### src/rtl/mdu_pkg.sv
// Shared definitions for the HI/LO multiply/divide unit: op encodings,
// FSM states, default sizes and the divide-by-zero quotient constant.
package mdu_pkg;

    localparam int MDU_WIDTH = 32;
    localparam int MDU_ITER  = MDU_WIDTH;

    localparam logic [1:0] OP_MULT  = 2'b00;
    localparam logic [1:0] OP_MULTU = 2'b01;
    localparam logic [1:0] OP_DIV   = 2'b10;
    localparam logic [1:0] OP_DIVU  = 2'b11;

    typedef enum logic [1:0] {
        S_IDLE = 2'b00,
        S_PREP = 2'b01,
        S_CALC = 2'b10,
        S_FIX  = 2'b11
    } state_t;

    // Quotient reported for a zero divisor; wide enough for any WIDTH <= 64.
    localparam logic [63:0] DIV0_QUOT = '1;

endpackage

### src/rtl/mdu_step.sv
// One iteration of the multiply/divide datapath built around a single
// WIDTH+1-bit adder.
//   multiply: part + (mq_bit ? opnd : 0), result shifted right one place;
//             out_bit is the bit that drops into the low product half.
//   divide:   trial subtract of opnd from {part, mq_bit}; out_bit is the
//             quotient bit and next_part the restored or reduced remainder.
module mdu_step #(
    parameter int WIDTH = 32
) (
    input  logic             is_div,
    input  logic [WIDTH-1:0] part,
    input  logic             mq_bit,
    input  logic [WIDTH-1:0] opnd,
    output logic [WIDTH-1:0] next_part,
    output logic             out_bit
);

    logic [WIDTH:0] add_a;
    logic [WIDTH:0] add_b;
    logic [WIDTH:0] sum;
    logic           qbit;

    // Shared adder: subtraction is a + ~b + 1, so carry-in is is_div.
    always_comb begin
        if (is_div) begin
            add_a = {part, mq_bit};
            add_b = ~{1'b0, opnd};
        end else begin
            add_a = {1'b0, part};
            add_b = mq_bit ? {1'b0, opnd} : '0;
        end
        sum = add_a + add_b + {{WIDTH{1'b0}}, is_div};
    end

    // A clear top bit after the trial subtract means the divisor fitted.
    always_comb begin
        qbit = ~sum[WIDTH];
        if (is_div) begin
            next_part = qbit ? sum[WIDTH-1:0] : add_a[WIDTH-1:0];
            out_bit   = qbit;
        end else begin
            next_part = sum[WIDTH:1];
            out_bit   = sum[0];
        end
    end

endmodule

### src/rtl/hilo_mdu.sv
// Iterative MULT/MULTU/DIV/DIVU unit with architectural HI/LO registers.
// Operands are reduced to magnitudes, run through ITER shift/add or
// shift/subtract steps, then sign-corrected when HI/LO are written.
// Optional build macro MDU_ABORT_EN adds an abort input that cancels a
// running operation without touching HI/LO.
module hilo_mdu
    import mdu_pkg::*;
#(
    parameter int WIDTH = MDU_WIDTH,
    parameter int ITER  = MDU_ITER
) (
    input  logic             clk,
    input  logic             rst_n,
    input  logic             start,
    input  logic [1:0]       op,
    input  logic [WIDTH-1:0] rs,
    input  logic [WIDTH-1:0] rt,
    input  logic             hi_we,
    input  logic             lo_we,
    input  logic [WIDTH-1:0] wdata,
`ifdef MDU_ABORT_EN
    input  logic             abort,
`endif
    output logic             busy,
    output logic             done,
    output logic [WIDTH-1:0] hi,
    output logic [WIDTH-1:0] lo
);

    localparam int             CW       = (ITER > 1) ? $clog2(ITER) : 1;
    localparam logic [CW-1:0]  CNT_LAST = CW'(ITER - 1);

    state_t             state;
    logic [1:0]         op_q;
    logic [WIDTH-1:0]   src_a;     // raw rs, kept for the divide-by-zero HI
    logic [WIDTH-1:0]   opnd;      // raw rt until PREP, then the step operand
    logic [WIDTH-1:0]   part;      // product high half / running remainder
    logic [WIDTH-1:0]   mq;        // multiplier->product low / dividend->quotient
    logic [CW-1:0]      cnt;
    logic               neg_q;     // negate product or quotient
    logic               rem_neg;   // negate remainder (follows dividend sign)
    logic               div0;

    logic               is_div;
    logic               is_signed;
    logic               a_neg;
    logic               b_neg;
    logic [WIDTH-1:0]   a_mag;
    logic [WIDTH-1:0]   b_mag;
    logic               step_in;
    logic [WIDTH-1:0]   step_part;
    logic               step_bit;

    // Operand decode and magnitude formation, consumed in PREP.
    always_comb begin
        is_div    = op_q[1];
        is_signed = ~op_q[0];
        a_neg     = is_signed & src_a[WIDTH-1];
        b_neg     = is_signed & opnd[WIDTH-1];
        a_mag     = a_neg ? -src_a : src_a;
        b_mag     = b_neg ? -opnd  : opnd;
        // Multiply consumes the multiplier LSB-first, divide the dividend MSB-first.
        step_in   = is_div ? mq[WIDTH-1] : mq[0];
    end

    mdu_step #(.WIDTH(WIDTH)) u_step (
        .is_div    (is_div),
        .part      (part),
        .mq_bit    (step_in),
        .opnd      (opnd),
        .next_part (step_part),
        .out_bit   (step_bit)
    );

    // Control FSM, datapath registers and HI/LO writes.
    always_ff @(posedge clk or negedge rst_n) begin
        if (!rst_n) begin
            state   <= S_IDLE;
            op_q    <= OP_MULT;
            src_a   <= '0;
            opnd    <= '0;
            part    <= '0;
            mq      <= '0;
            cnt     <= '0;
            neg_q   <= 1'b0;
            rem_neg <= 1'b0;
            div0    <= 1'b0;
            busy    <= 1'b0;
            done    <= 1'b0;
            hi      <= '0;
            lo      <= '0;
        end else begin
            done <= 1'b0;
`ifdef MDU_ABORT_EN
            if (abort && state != S_IDLE) begin
                state <= S_IDLE;
                busy  <= 1'b0;
            end else
`endif
            begin
                case (state)
                    S_IDLE: begin
                        if (hi_we) hi <= wdata;
                        if (lo_we) lo <= wdata;
                        if (start) begin
                            op_q  <= op;
                            src_a <= rs;
                            opnd  <= rt;
                            busy  <= 1'b1;
                            state <= S_PREP;
                        end
                    end
                    S_PREP: begin
                        part    <= '0;
                        cnt     <= '0;
                        mq      <= is_div ? a_mag : b_mag;
                        opnd    <= is_div ? b_mag : a_mag;
                        neg_q   <= a_neg ^ b_neg;
                        rem_neg <= a_neg;
                        div0    <= is_div && (opnd == '0);
                        state   <= S_CALC;
                    end
                    S_CALC: begin
                        part <= step_part;
                        if (is_div) mq <= {mq[WIDTH-2:0], step_bit};
                        else        mq <= {step_bit, mq[WIDTH-1:1]};
                        cnt  <= cnt + 1'b1;
                        if (cnt == CNT_LAST) state <= S_FIX;
                    end
                    S_FIX: begin
                        if (is_div) begin
                            if (div0) begin
                                lo <= DIV0_QUOT[WIDTH-1:0];
                                hi <= src_a;
                            end else begin
                                lo <= neg_q   ? -mq   : mq;
                                hi <= rem_neg ? -part : part;
                            end
                        end else begin
                            {hi, lo} <= neg_q ? -{part, mq} : {part, mq};
                        end
                        busy  <= 1'b0;
                        done  <= 1'b1;
                        state <= S_IDLE;
                    end
                    default: state <= S_IDLE;
                endcase
            end
        end
    end

endmodule

### config.mk
export PLATFORM = sky130hd
export DESIGN_NAME = hilo_mdu
export DESIGN_NICKNAME = d
export VERILOG_FILES = /design/src/rtl/mdu_pkg.sv /design/src/rtl/mdu_step.sv /design/src/rtl/hilo_mdu.sv
export SDC_FILE = /design/constraint.sdc
export NUM_CORES = 1
export LEC_CHECK = 0
export ABC_CLOCK_PERIOD_IN_PS = 6600
export CORE_ASPECT_RATIO = 0.8
export CORE_UTILIZATION = 40
export CTS_BUF_LIST = sky130_fd_sc_hd__clkbuf_8
export DETAILED_ROUTE_END_ITERATION = 12
export SLEW_MARGIN = 20
export SYNTH_ARGS = -nofsm -noshare
export SYNTH_HDL_FRONTEND = slang
export SYNTH_SLANG_ARGS = --single-unit
### constraint.sdc
create_clock -name clk -period 6.6 [get_ports clk]
set_input_delay 1.32 -clock clk [delete_from_list [all_inputs] [get_ports clk]]
set_output_delay 1.32 -clock clk [all_outputs]
set_load 0.03 [all_outputs]
==> results of run 1 <==
==> worst max-delay path, delay by kind of cell, from the launching register on <==
kind | cells | cell delay [ps]
AO/OA/AOI/OAI | 7 | 1620
buffers and inverters | 3 | 1140
AND/OR/NAND/NOR | 1 | 870
flip-flops | 1 | 710
adder cells (fa/ha/maj) | 1 | 450
multiplexers | 1 | 210
==> cell families (layout without fill, tap and decap cells) <==
| kind of cell | after synthesis | after routing | synth area share (%) |
|---|---|---|---|
| compound gates | 686 | 686 | 25.8 |
| xor+xnor | 145 | 145 | 7.50 |
| fa+ha+maj | 44 | 44 | 3.34 |
| buf+inv | 221 | 314 | 5.19 |
| flops | 206 | 206 | 30.4 |
| mux | 119 | 119 | 8.37 |
| simple gates | 665 | 665 | 19.4 |
==> per-layer routing <==
layer  GRT usage, %  vias up  wire length (um)
met5              0        -                 0
met4           10.2        0              2270
met3           6.00      126              7200
met2           47.6      922             29600
met1           47.2     8498             31100
li1               -     7783                 -
==> cells in the final DEF, fill, tap and decap left out, types with 10 or more instances in the layout <==
cell type / Yosys / layout
sky130_fd_sc_hd__xnor2_1: 94 / 94
sky130_fd_sc_hd__a31oi_1: 23 / 23
sky130_fd_sc_hd__and3_1: 16 / 16
sky130_fd_sc_hd__nand3_1: 30 / 30
sky130_fd_sc_hd__nor4_1: 14 / 14
sky130_fd_sc_hd__buf_4: 2 / 28
sky130_fd_sc_hd__dfrtp_1: 206 / 205
sky130_fd_sc_hd__clkdlybuf4s50_1: 0 / 167
sky130_fd_sc_hd__mux4_2: 12 / 12
sky130_fd_sc_hd__o21a_1: 11 / 11
sky130_fd_sc_hd__o221ai_1: 18 / 18
sky130_fd_sc_hd__nand4_1: 10 / 10
sky130_fd_sc_hd__ha_1: 42 / 41
sky130_fd_sc_hd__nor3b_1: 21 / 21
sky130_fd_sc_hd__a211oi_1: 17 / 17
sky130_fd_sc_hd__inv_1: 54 / 65
sky130_fd_sc_hd__or4_1: 10 / 10
sky130_fd_sc_hd__o21ai_1: 11 / 10
sky130_fd_sc_hd__nor2_1: 178 / 176
sky130_fd_sc_hd__o22ai_1: 41 / 41
sky130_fd_sc_hd__nor2b_1: 13 / 13
sky130_fd_sc_hd__a22oi_1: 13 / 13
sky130_fd_sc_hd__nor3_1: 52 / 52
sky130_fd_sc_hd__or3_1: 36 / 36
sky130_fd_sc_hd__mux2i_1: 46 / 46
sky130_fd_sc_hd__and2_1: 10 / 10
sky130_fd_sc_hd__nand2b_1: 23 / 23
sky130_fd_sc_hd__mux2_2: 61 / 61
sky130_fd_sc_hd__nand2_1: 211 / 209
sky130_fd_sc_hd__o31ai_1: 24 / 24
sky130_fd_sc_hd__o21ai_0: 220 / 220
sky130_fd_sc_hd__a21o_1: 30 / 30
sky130_fd_sc_hd__o211ai_1: 36 / 36
sky130_fd_sc_hd__clkbuf_8: 0 / 44
sky130_fd_sc_hd__xor2_1: 51 / 51
sky130_fd_sc_hd__a21oi_1: 147 / 145
==> stage by stage <==
step	total power [W]	util, %	worst slack [ps]
after floorplan	0.00787	-	2000
after global placement	0.0106	45.1	1540
after detailed placement	0.0107	45.2	1460
after CTS	0.0121	47.0	1370
after global routing	0.0129	47.0	971
final	0.0122	47.0	1330
==> final timing paths <==
path | endpoint
hold reg to reg | lo[30]$_DFFE_PN0P_
max in group asynchronous | mq[24]$_DFFE_PN0P_
setup / recovery | part[11]$_DFFE_PN0P_
min in group asynchronous | lo[29]$_DFFE_PN0P_
setup reg to reg | part[11]$_DFFE_PN0P_
hold / removal | lo[30]$_DFFE_PN0P_
==> area by class of cell <==
cell class / instances / area (sq um) / area share [%]
multi-input cells: 1659 / 10900 / 55.6
flip-flops and latches: 206 / 5160 / 26.2
repair buffers: 196 / 1900 / 9.63
well taps: 552 / 691 / 3.51
clock buffers: 43 / 592 / 3.01
inverters: 55 / 206 / 1.05
clock inverters: 20 / 194 / 0.986
==> power groups by stage <==
stage	Clock (W)	Sequential [W]	Combinational (W)
finish	0.00135	0.00304	0.00785
global route	0.00142	0.00307	0.00843
CTS	0.00136	0.00297	0.00772
detailed placement	0	0.00299	0.00770
global placement	0	0.00296	0.00763
floorplan	0	0.00272	0.00515
==> flip-flops by register name, summed over array words and instances (netlist names), 2 cells and up <==
| name | count |
|---|---|
| hi | 32 |
| lo | 32 |
| mq | 32 |
| opnd | 32 |
| part | 32 |
| src_a | 32 |
| cnt | 5 |
| op_q | 2 |
| state | 2 |
==> out/qor.txt, run 1 <==
LOGIC SYNTHESIS
----------------------------------------------------------------------------------------------------
Register bit count reported by yosys ..................................................          206
Sequential area share after synthesis .................................................        30.4%
Ys async rst share ....................................................................         100%
Synthesized instance count ............................................................        2,086
Count of yosys warnings during synthesis ..............................................            0
Count leader, synth ................................................................... sky130_fd_sc_hd__o21ai_0
Post-Synthesis Mean Instance Area .....................................................   8.12 sq um
Netlist cell types ....................................................................           89
Synth top cells by count .............................................................. 220 x sky130_fd_sc_hd__o21ai_0, 211 x sky130_fd_sc_hd__nand2_1, 206 x sky130_fd_sc_hd__dfrtp_1, 178 x sky130_fd_sc_hd__nor2_1, 147 x sky130_fd_sc_hd__a21oi_1
Number of flops mapped to enable cells by yosys .......................................            0
Synth area leaders .................................................................... sky130_fd_sc_hd__dfrtp_1 30%, sky130_fd_sc_hd__o21ai_0 6.5%, sky130_fd_sc_hd__xnor2_1 4.9%, sky130_fd_sc_hd__nand2_1 4.7%, sky130_fd_sc_hd__a21oi_1 4.3%
Most area-hungry cell type in the Yosys netlist ....................................... sky130_fd_sc_hd__dfrtp_1
Top_reg_cell synth .................................................................... sky130_fd_sc_hd__dfrtp_1
Cell area after synthesis ............................................................. 16,900 sq um
Net count after synthesis .............................................................        2,233
Proportion of netlist area held by the largest area contributor .......................        30.4%

CELLS AND AREA
----------------------------------------------------------------------------------------------------
# fillers .............................................................................        4,068
Fraction of final layout cells with drive strength greater than 1 .....................        9.22%
Finished Layout Cells .................................................................        2,731
Number of nets in the layout ..........................................................        2,304
Non-Filler Cell Area, Final ........................................................... 19,700 sq um
Area Growth Syn to Fin ................................................................        16.2%
Number of inserted diodes .............................................................            0

DETAILED ROUTING
----------------------------------------------------------------------------------------------------
Violation count after the first detailed-routing iteration ............................        2,150
Average wire per cell in the routed design ............................................      25.7 um
First drt pass iteration count ........................................................            6
Vias/cell .............................................................................         6.35
Number of antenna-violating nets in the routed design .................................            0
Number of vias in the routed layout ...................................................       17,329
Wire length after detailed routing ....................................................    70,200 um
Residual DRC count ....................................................................            0

WORST HOLD PATH
----------------------------------------------------------------------------------------------------
Number of cells on the worst hold path ................................................            1
Hold Crit Class .......................................................................   reg -> reg
Hold path start ....................................................................... lo[30]$_DFFE_PN0P_

WORST SETUP PATH
----------------------------------------------------------------------------------------------------
Sort of element at the start of the critical path .....................................     register
Most frequent cell on the critical path ............................................... sky130_fd_sc_hd__buf_4
WP data arrival .......................................................................      5650 ps
Max stage delay on crit path ..........................................................       870 ps
Required time of the worst setup path .................................................      6980 ps
Setup CP Type .........................................................................   reg -> reg
Critical path capture point type ......................................................     register
Worst R2R Start ....................................................................... op_q[1]$_DFFE_PN0P_
Crit path from ........................................................................ op_q[1]$_DFFE_PN0P_
Critical path fanouts, max ............................................................           54
R2r setup slk .........................................................................      1330 ps
Critical path, cell by cell ........................................................... inv_2, buf_4, o21ai_0, ha_1, a2111oi_4, o21ai_1, a21oi_1, o2111ai_1, a21boi_1, or2_1, buf_4, mux2i_1, o221ai_1
Length in cells of the worst reg-to-reg path ..........................................           13
Critical Path Slowest Stage Cell ...................................................... sky130_fd_sc_hd__or2_1

STA
----------------------------------------------------------------------------------------------------
Tightest hold margin ..................................................................       477 ps
Clock Skews ...........................................................................      46.1 ps
Hold violation count in the final report ..............................................            0
Remaining max-slew budget at the tightest pin .........................................        29.8%
Accumulated negative setup slack ......................................................         0 ps
Final setup violation count ...........................................................            0
Crit share post-route .................................................................        79.8%
Peak clock frequency supported by timing ..............................................      190 MHz
Worst-margin pin slew .................................................................      1050 ps
RSZ-0062 raised after global routing ..................................................        false
Slew Limit Fails ......................................................................            0
Shortest period the worst path allows .................................................      5270 ps

OUTCOME
----------------------------------------------------------------------------------------------------
Result of the run ..................................................................... finished clean

POWER
----------------------------------------------------------------------------------------------------
Switching power total .................................................................    0.00674 W
Peak ir drop on the vdd network .......................................................   0.000343 V
Switching share of power ..............................................................        55.1%
Clock Power Share .....................................................................        11.0%
Cell Pwr Density ......................................................................  622 nW/um^2
Internal portion of total power .......................................................    0.00550 W
Fraction of power consumed by combinational cells .....................................        64.1%
Leakage power figure ..................................................................      8.02 nW
Sequential fraction of design power ...................................................        24.9%

DIE
----------------------------------------------------------------------------------------------------
Die outline width .....................................................................       232 um
Number of rows created at floorplan ...................................................           67
Die Area .............................................................................. 43,200 sq um
Boundary pin count ....................................................................          169
Vert. Die Dim .........................................................................       186 um
Core region area ...................................................................... 41,800 sq um
Effective utilization at floorplan ....................................................        40.5%

CTS
----------------------------------------------------------------------------------------------------
Count of hold-fix buffers inserted at cts .............................................            0
Clock tree from TritonCTS .............................................................         done
Bufs on Longest Clock Path ............................................................            3
Latest clock arrival within the worst-skew pair .......................................       590 ps
Clock-pin slew reported for the worst setup and hold paths after clock tree synthesis .        60 ps
Number of levels in the clock H-tree ..................................................            2
Buffers inserted by post-CTS timing repair ............................................            0
CTS buffer count ......................................................................           39
Buffer cell driving the clock tree root ............................................... sky130_fd_sc_hd__clkbuf_8
# resized after CTS ...................................................................            0
CTS Sinks .............................................................................          206

PLACED DESIGN
----------------------------------------------------------------------------------------------------
Placed instance area .................................................................. 18,900 sq um
Inst Count DP .........................................................................        2,668
Routability cong. .....................................................................        0.964
Count of input and output buffers .....................................................          168
Post-detailed-placement half-perimeter wirelength .....................................    53,100 um

GRT
----------------------------------------------------------------------------------------------------
Maximum number of pins on one net before global-route repair ..........................           98
Global-route wire length before repair ................................................   104,000 um
Total routing usage reported by global routing ........................................        32.3%
Antenna violations before repair ......................................................            0
Vias in the first global route ........................................................       15,968
Total overflow reported by the global router ..........................................            0

JOB
----------------------------------------------------------------------------------------------------
Max-capacitance violation count .......................................................            0

Power figures use the tool's default switching activity.
==> inputs of run 2 (changes only) <==
--- a/config.mk
+++ b/config.mk
@@ -5,7 +5,7 @@
 export SDC_FILE = /design/constraint.sdc
 export NUM_CORES = 1
 export LEC_CHECK = 0
-export ABC_CLOCK_PERIOD_IN_PS = 6600
+export ABC_CLOCK_PERIOD_IN_PS = 4700
 export CORE_ASPECT_RATIO = 0.8
 export CORE_UTILIZATION = 40
 export CTS_BUF_LIST = sky130_fd_sc_hd__clkbuf_8
==> constraint.sdc (replaced) <==
create_clock -name clk -period 4.7 [get_ports clk]
set_input_delay 0.94 -clock clk [delete_from_list [all_inputs] [get_ports clk]]
set_output_delay 0.94 -clock clk [all_outputs]
set_load 0.03 [all_outputs]
==> run 2 against run 1 <==
Effect of this change: setup slack lost 900 ps; critical endpoint is now part[8]$_DFFE_PN0P_; total power rose by 43%; highest routed layer unchanged; first-iteration DRC count down 0.84%; worst hold slack lost 34 ps; critical path type unchanged; largest power group unchanged.
==> out/qor.txt, run 2 (synthesis results as in run 1) <==
CTS
----------------------------------------------------------------------------------------------------
Buffers inserted by post-CTS timing repair ............................................            0   unchanged
Number of levels in the clock H-tree ..................................................            2   unchanged
Clock-pin slew reported for the worst setup and hold paths after clock tree synthesis .        60 ps   about the same
Buffer cell driving the clock tree root ............................................... sky130_fd_sc_hd__clkbuf_8   unchanged
Latest clock arrival within the worst-skew pair .......................................       590 ps   about the same
Clock tree from TritonCTS .............................................................         done   unchanged
CTS buffer count ......................................................................           39   unchanged
# resized after CTS ...................................................................            0   unchanged
Count of hold-fix buffers inserted at cts .............................................            0   unchanged
CTS Sinks .............................................................................          206   unchanged
Bufs on Longest Clock Path ............................................................            3   unchanged

WORST SETUP PATH
----------------------------------------------------------------------------------------------------
Length in cells of the worst reg-to-reg path ..........................................           14   was 13
R2r setup slk .........................................................................       430 ps   was 1330 ps
Setup CP Type .........................................................................   reg -> reg   unchanged
Worst R2R Start ....................................................................... op_q[1]$_DFFE_PN0P_   unchanged
WP data arrival .......................................................................      4690 ps   was 5650 ps
Critical path fanouts, max ............................................................           25   was 54
Critical path capture point type ......................................................     register   unchanged
Crit path from ........................................................................ op_q[1]$_DFFE_PN0P_   unchanged
Required time of the worst setup path .................................................      5130 ps   was 6980 ps
Reg2Reg Capture Point ................................................................. part[8]$_DFFE_PN0P_   was part[11]$_DFFE_PN0P_
Sort of element at the start of the critical path .....................................     register   unchanged
Crit path to .......................................................................... part[8]$_DFFE_PN0P_   was part[11]$_DFFE_PN0P_

WORST HOLD PATH
----------------------------------------------------------------------------------------------------
Hold Crit Class .......................................................................  in -> async   was reg -> reg

DETAILED ROUTING
----------------------------------------------------------------------------------------------------
Number of vias in the routed layout ...................................................       17,368   was 17,329
Number of antenna-violating nets in the routed design .................................            0   unchanged
First drt pass iteration count ........................................................            6   unchanged
Violation count after the first detailed-routing iteration ............................        2,132   was 2,150
Wire length after detailed routing ....................................................    71,000 um   was 70,200 um
Residual DRC count ....................................................................            0   unchanged
Average wire per cell in the routed design ............................................      25.6 um   was 25.7 um
Vias/cell .............................................................................         6.27   was 6.35

STA
----------------------------------------------------------------------------------------------------
Accumulated negative setup slack ......................................................         0 ps   unchanged
Final setup violation count ...........................................................            0   unchanged
RSZ-0062 raised after global routing ..................................................        false   unchanged
Shortest period the worst path allows .................................................      4270 ps   was 5270 ps
Remaining max-slew budget at the tightest pin .........................................        26.3%   was 29.8%
Worst-margin pin slew .................................................................      1090 ps   was 1050 ps
Hold violation count in the final report ..............................................            0   unchanged
Slew Limit Fails ......................................................................            0   unchanged
Clock Skews ...........................................................................      58.3 ps   was 46.1 ps
Peak clock frequency supported by timing ..............................................      234 MHz   was 190 MHz
Crit share post-route .................................................................        90.8%   was 79.8%

DIE
----------------------------------------------------------------------------------------------------
Vert. Die Dim .........................................................................       186 um   unchanged
Core region area ...................................................................... 41,800 sq um   unchanged
Die Area .............................................................................. 43,200 sq um   unchanged
Effective utilization at floorplan ....................................................        40.5%   unchanged
Number of rows created at floorplan ...................................................           67   unchanged
Boundary pin count ....................................................................          169   unchanged
Die outline width .....................................................................       232 um   unchanged

PLACED DESIGN
----------------------------------------------------------------------------------------------------
Count of input and output buffers .....................................................          168   unchanged
Routability cong. .....................................................................        0.966   was 0.964
Inst Count DP .........................................................................        2,702   was 2,668
Post-detailed-placement half-perimeter wirelength .....................................    54,300 um   was 53,100 um

CELLS AND AREA
----------------------------------------------------------------------------------------------------
Fraction of final layout cells with drive strength greater than 1 .....................        10.8%   was 9.22%
Finished Layout Cells .................................................................        2,770   was 2,731
Number of nets in the layout ..........................................................        2,338   was 2,304
Most used cells in the layout excluding fill and tap cells ............................ 220 x sky130_fd_sc_hd__o21ai_0, 210 x sky130_fd_sc_hd__nand2_1, 205 x sky130_fd_sc_hd__dfrtp_1, 177 x sky130_fd_sc_hd__nor2_1, 167 x sky130_fd_sc_hd__clkdlybuf4s50_1   was 220 x sky130_fd_sc_hd__o21ai_0, 209 x sky130_fd_sc_hd__nand2_1, 205 x sky130_fd_sc_hd__dfrtp_1, 176 x sky130_fd_sc_hd__nor2_1, 167 x sky130_fd_sc_hd__clkdlybuf4s50_1
Most common cell after layout, fill and taps aside .................................... sky130_fd_sc_hd__o21ai_0   unchanged
Number of inserted diodes .............................................................            0   unchanged
# fillers .............................................................................        4,066   was 4,068
Area Growth Syn to Fin ................................................................        18.1%   was 16.2%

GRT
----------------------------------------------------------------------------------------------------
Vias in the first global route ........................................................       15,976   was 15,968
Antenna violations before repair ......................................................            0   unchanged
Total overflow reported by the global router ..........................................            0   unchanged
Total routing usage reported by global routing ........................................        32.5%   was 32.3%
Global-route wire length before repair ................................................   105,000 um   was 104,000 um
Maximum number of pins on one net before global-route repair ..........................           89   was 98

POWER
----------------------------------------------------------------------------------------------------
Peak ir drop on the vdd network .......................................................   0.000399 V   was 0.000343 V
Leakage power figure ..................................................................      8.23 nW   was 8.02 nW
Cell Pwr Density ......................................................................  873 nW/um^2   was 622 nW/um^2

JOB
----------------------------------------------------------------------------------------------------
Max-capacitance violation count .......................................................            0   unchanged

OUTCOME
----------------------------------------------------------------------------------------------------
Result of the run ..................................................................... finished clean   unchanged

-- run 2: changes by cell type in the layout (fill, tap and decap cells not counted) --
| cell | previous run | this run |
|---|---|---|
| sky130_fd_sc_hd__nor2_1 | 176 | 177 |
| sky130_fd_sc_hd__clkbuf_8 | 44 | 50 |
| sky130_fd_sc_hd__nand2_2 | 2 | 1 |
| sky130_fd_sc_hd__clkinv_2 | 2 | 4 |
| sky130_fd_sc_hd__nor2_2 | 2 | 1 |
| sky130_fd_sc_hd__nand2_1 | 209 | 210 |
| sky130_fd_sc_hd__buf_12 | 0 | 2 |
| sky130_fd_sc_hd__inv_1 | 65 | 64 |
| sky130_fd_sc_hd__bufinv_16 | 4 | 3 |
| sky130_fd_sc_hd__clkinvlp_4 | 1 | 0 |
| sky130_fd_sc_hd__buf_4 | 28 | 60 |
-- run 2: cell type report --
cell class | count | area (sq um) | share of cell area [%]
repair buffers | 230 | 2180 | 10.9
clock inverters | 19 | 163 | 0.813
inverters | 55 | 206 | 1.03
clock buffers | 49 | 674 | 3.37
flip-flops and latches | 206 | 5160 | 25.8
well taps | 552 | 691 | 3.45
multi-input cells | 1659 | 10900 | 54.7
-- run 2: report_power, final --
part / internal, W / switching, W / leakage [nW]
clock: 0.00110 / 0.000851 / 0.475
sequential: 0.00260 / 0.00152 / 2.52
combinational: 0.00418 / 0.00721 / 5.23
-- run 2: worst min-delay path by stage --
stage,start,end,slack [ps]
finish,rst_n,lo[23]$_DFFE_PN0P_,440
global route,rst_n,hi[23]$_DFFE_PN0P_,490
CTS,rst_n,part[9]$_DFFE_PN0P_,460
detailed placement,lo[30]$_DFFE_PN0P_,lo[30]$_DFFE_PN0P_,470
global placement,lo[30]$_DFFE_PN0P_,lo[30]$_DFFE_PN0P_,460
floorplan,cnt[0]$_DFFE_PN0P_,cnt[0]$_DFFE_PN0P_,480
-- run 2: critical path, cell delays in order, from the launching register on --
cell and delay, ps:
sky130_fd_sc_hd__dfrtp_4 540, sky130_fd_sc_hd__inv_2 280, sky130_fd_sc_hd__buf_4 300, sky130_fd_sc_hd__nor2_1 100, sky130_fd_sc_hd__a21o_1 190, sky130_fd_sc_hd__ha_1 390, sky130_fd_sc_hd__nand2_1 150, sky130_fd_sc_hd__nor3_2 320
sky130_fd_sc_hd__nand4_1 160, sky130_fd_sc_hd__o2111ai_1 290, sky130_fd_sc_hd__a21boi_1 190, sky130_fd_sc_hd__or2_1 340, sky130_fd_sc_hd__buf_4 260, sky130_fd_sc_hd__or3_1 330, sky130_fd_sc_hd__a32o_1 250
-- run 2: metrics by stage --
stage                     setup WS (ps)  power (W)  hold slack [ps]  instance area (sq um)  utilization (%)
after floorplan                    99.4     0.0110              479                  16900                -
after detailed placement            583     0.0152              469                  19200             45.8
after global placement              625     0.0151              461                  19200             45.8
after global routing                204     0.0184              488                  20000             47.8
after CTS                           486     0.0172              464                  20000             47.8
final                               435     0.0175              444                  20000             47.8
-- run 2: per-layer routing --
layer / global-route usage, % / vias to the layer above / routed length (um)
met2: 46.7 / 921 / 29500
li1: - / 7861 / -
met3: 6.60 / 137 / 6800
met1: 47.4 / 8449 / 32000
met4: 12.3 / 0 / 2770
met5: 0 / - / 0
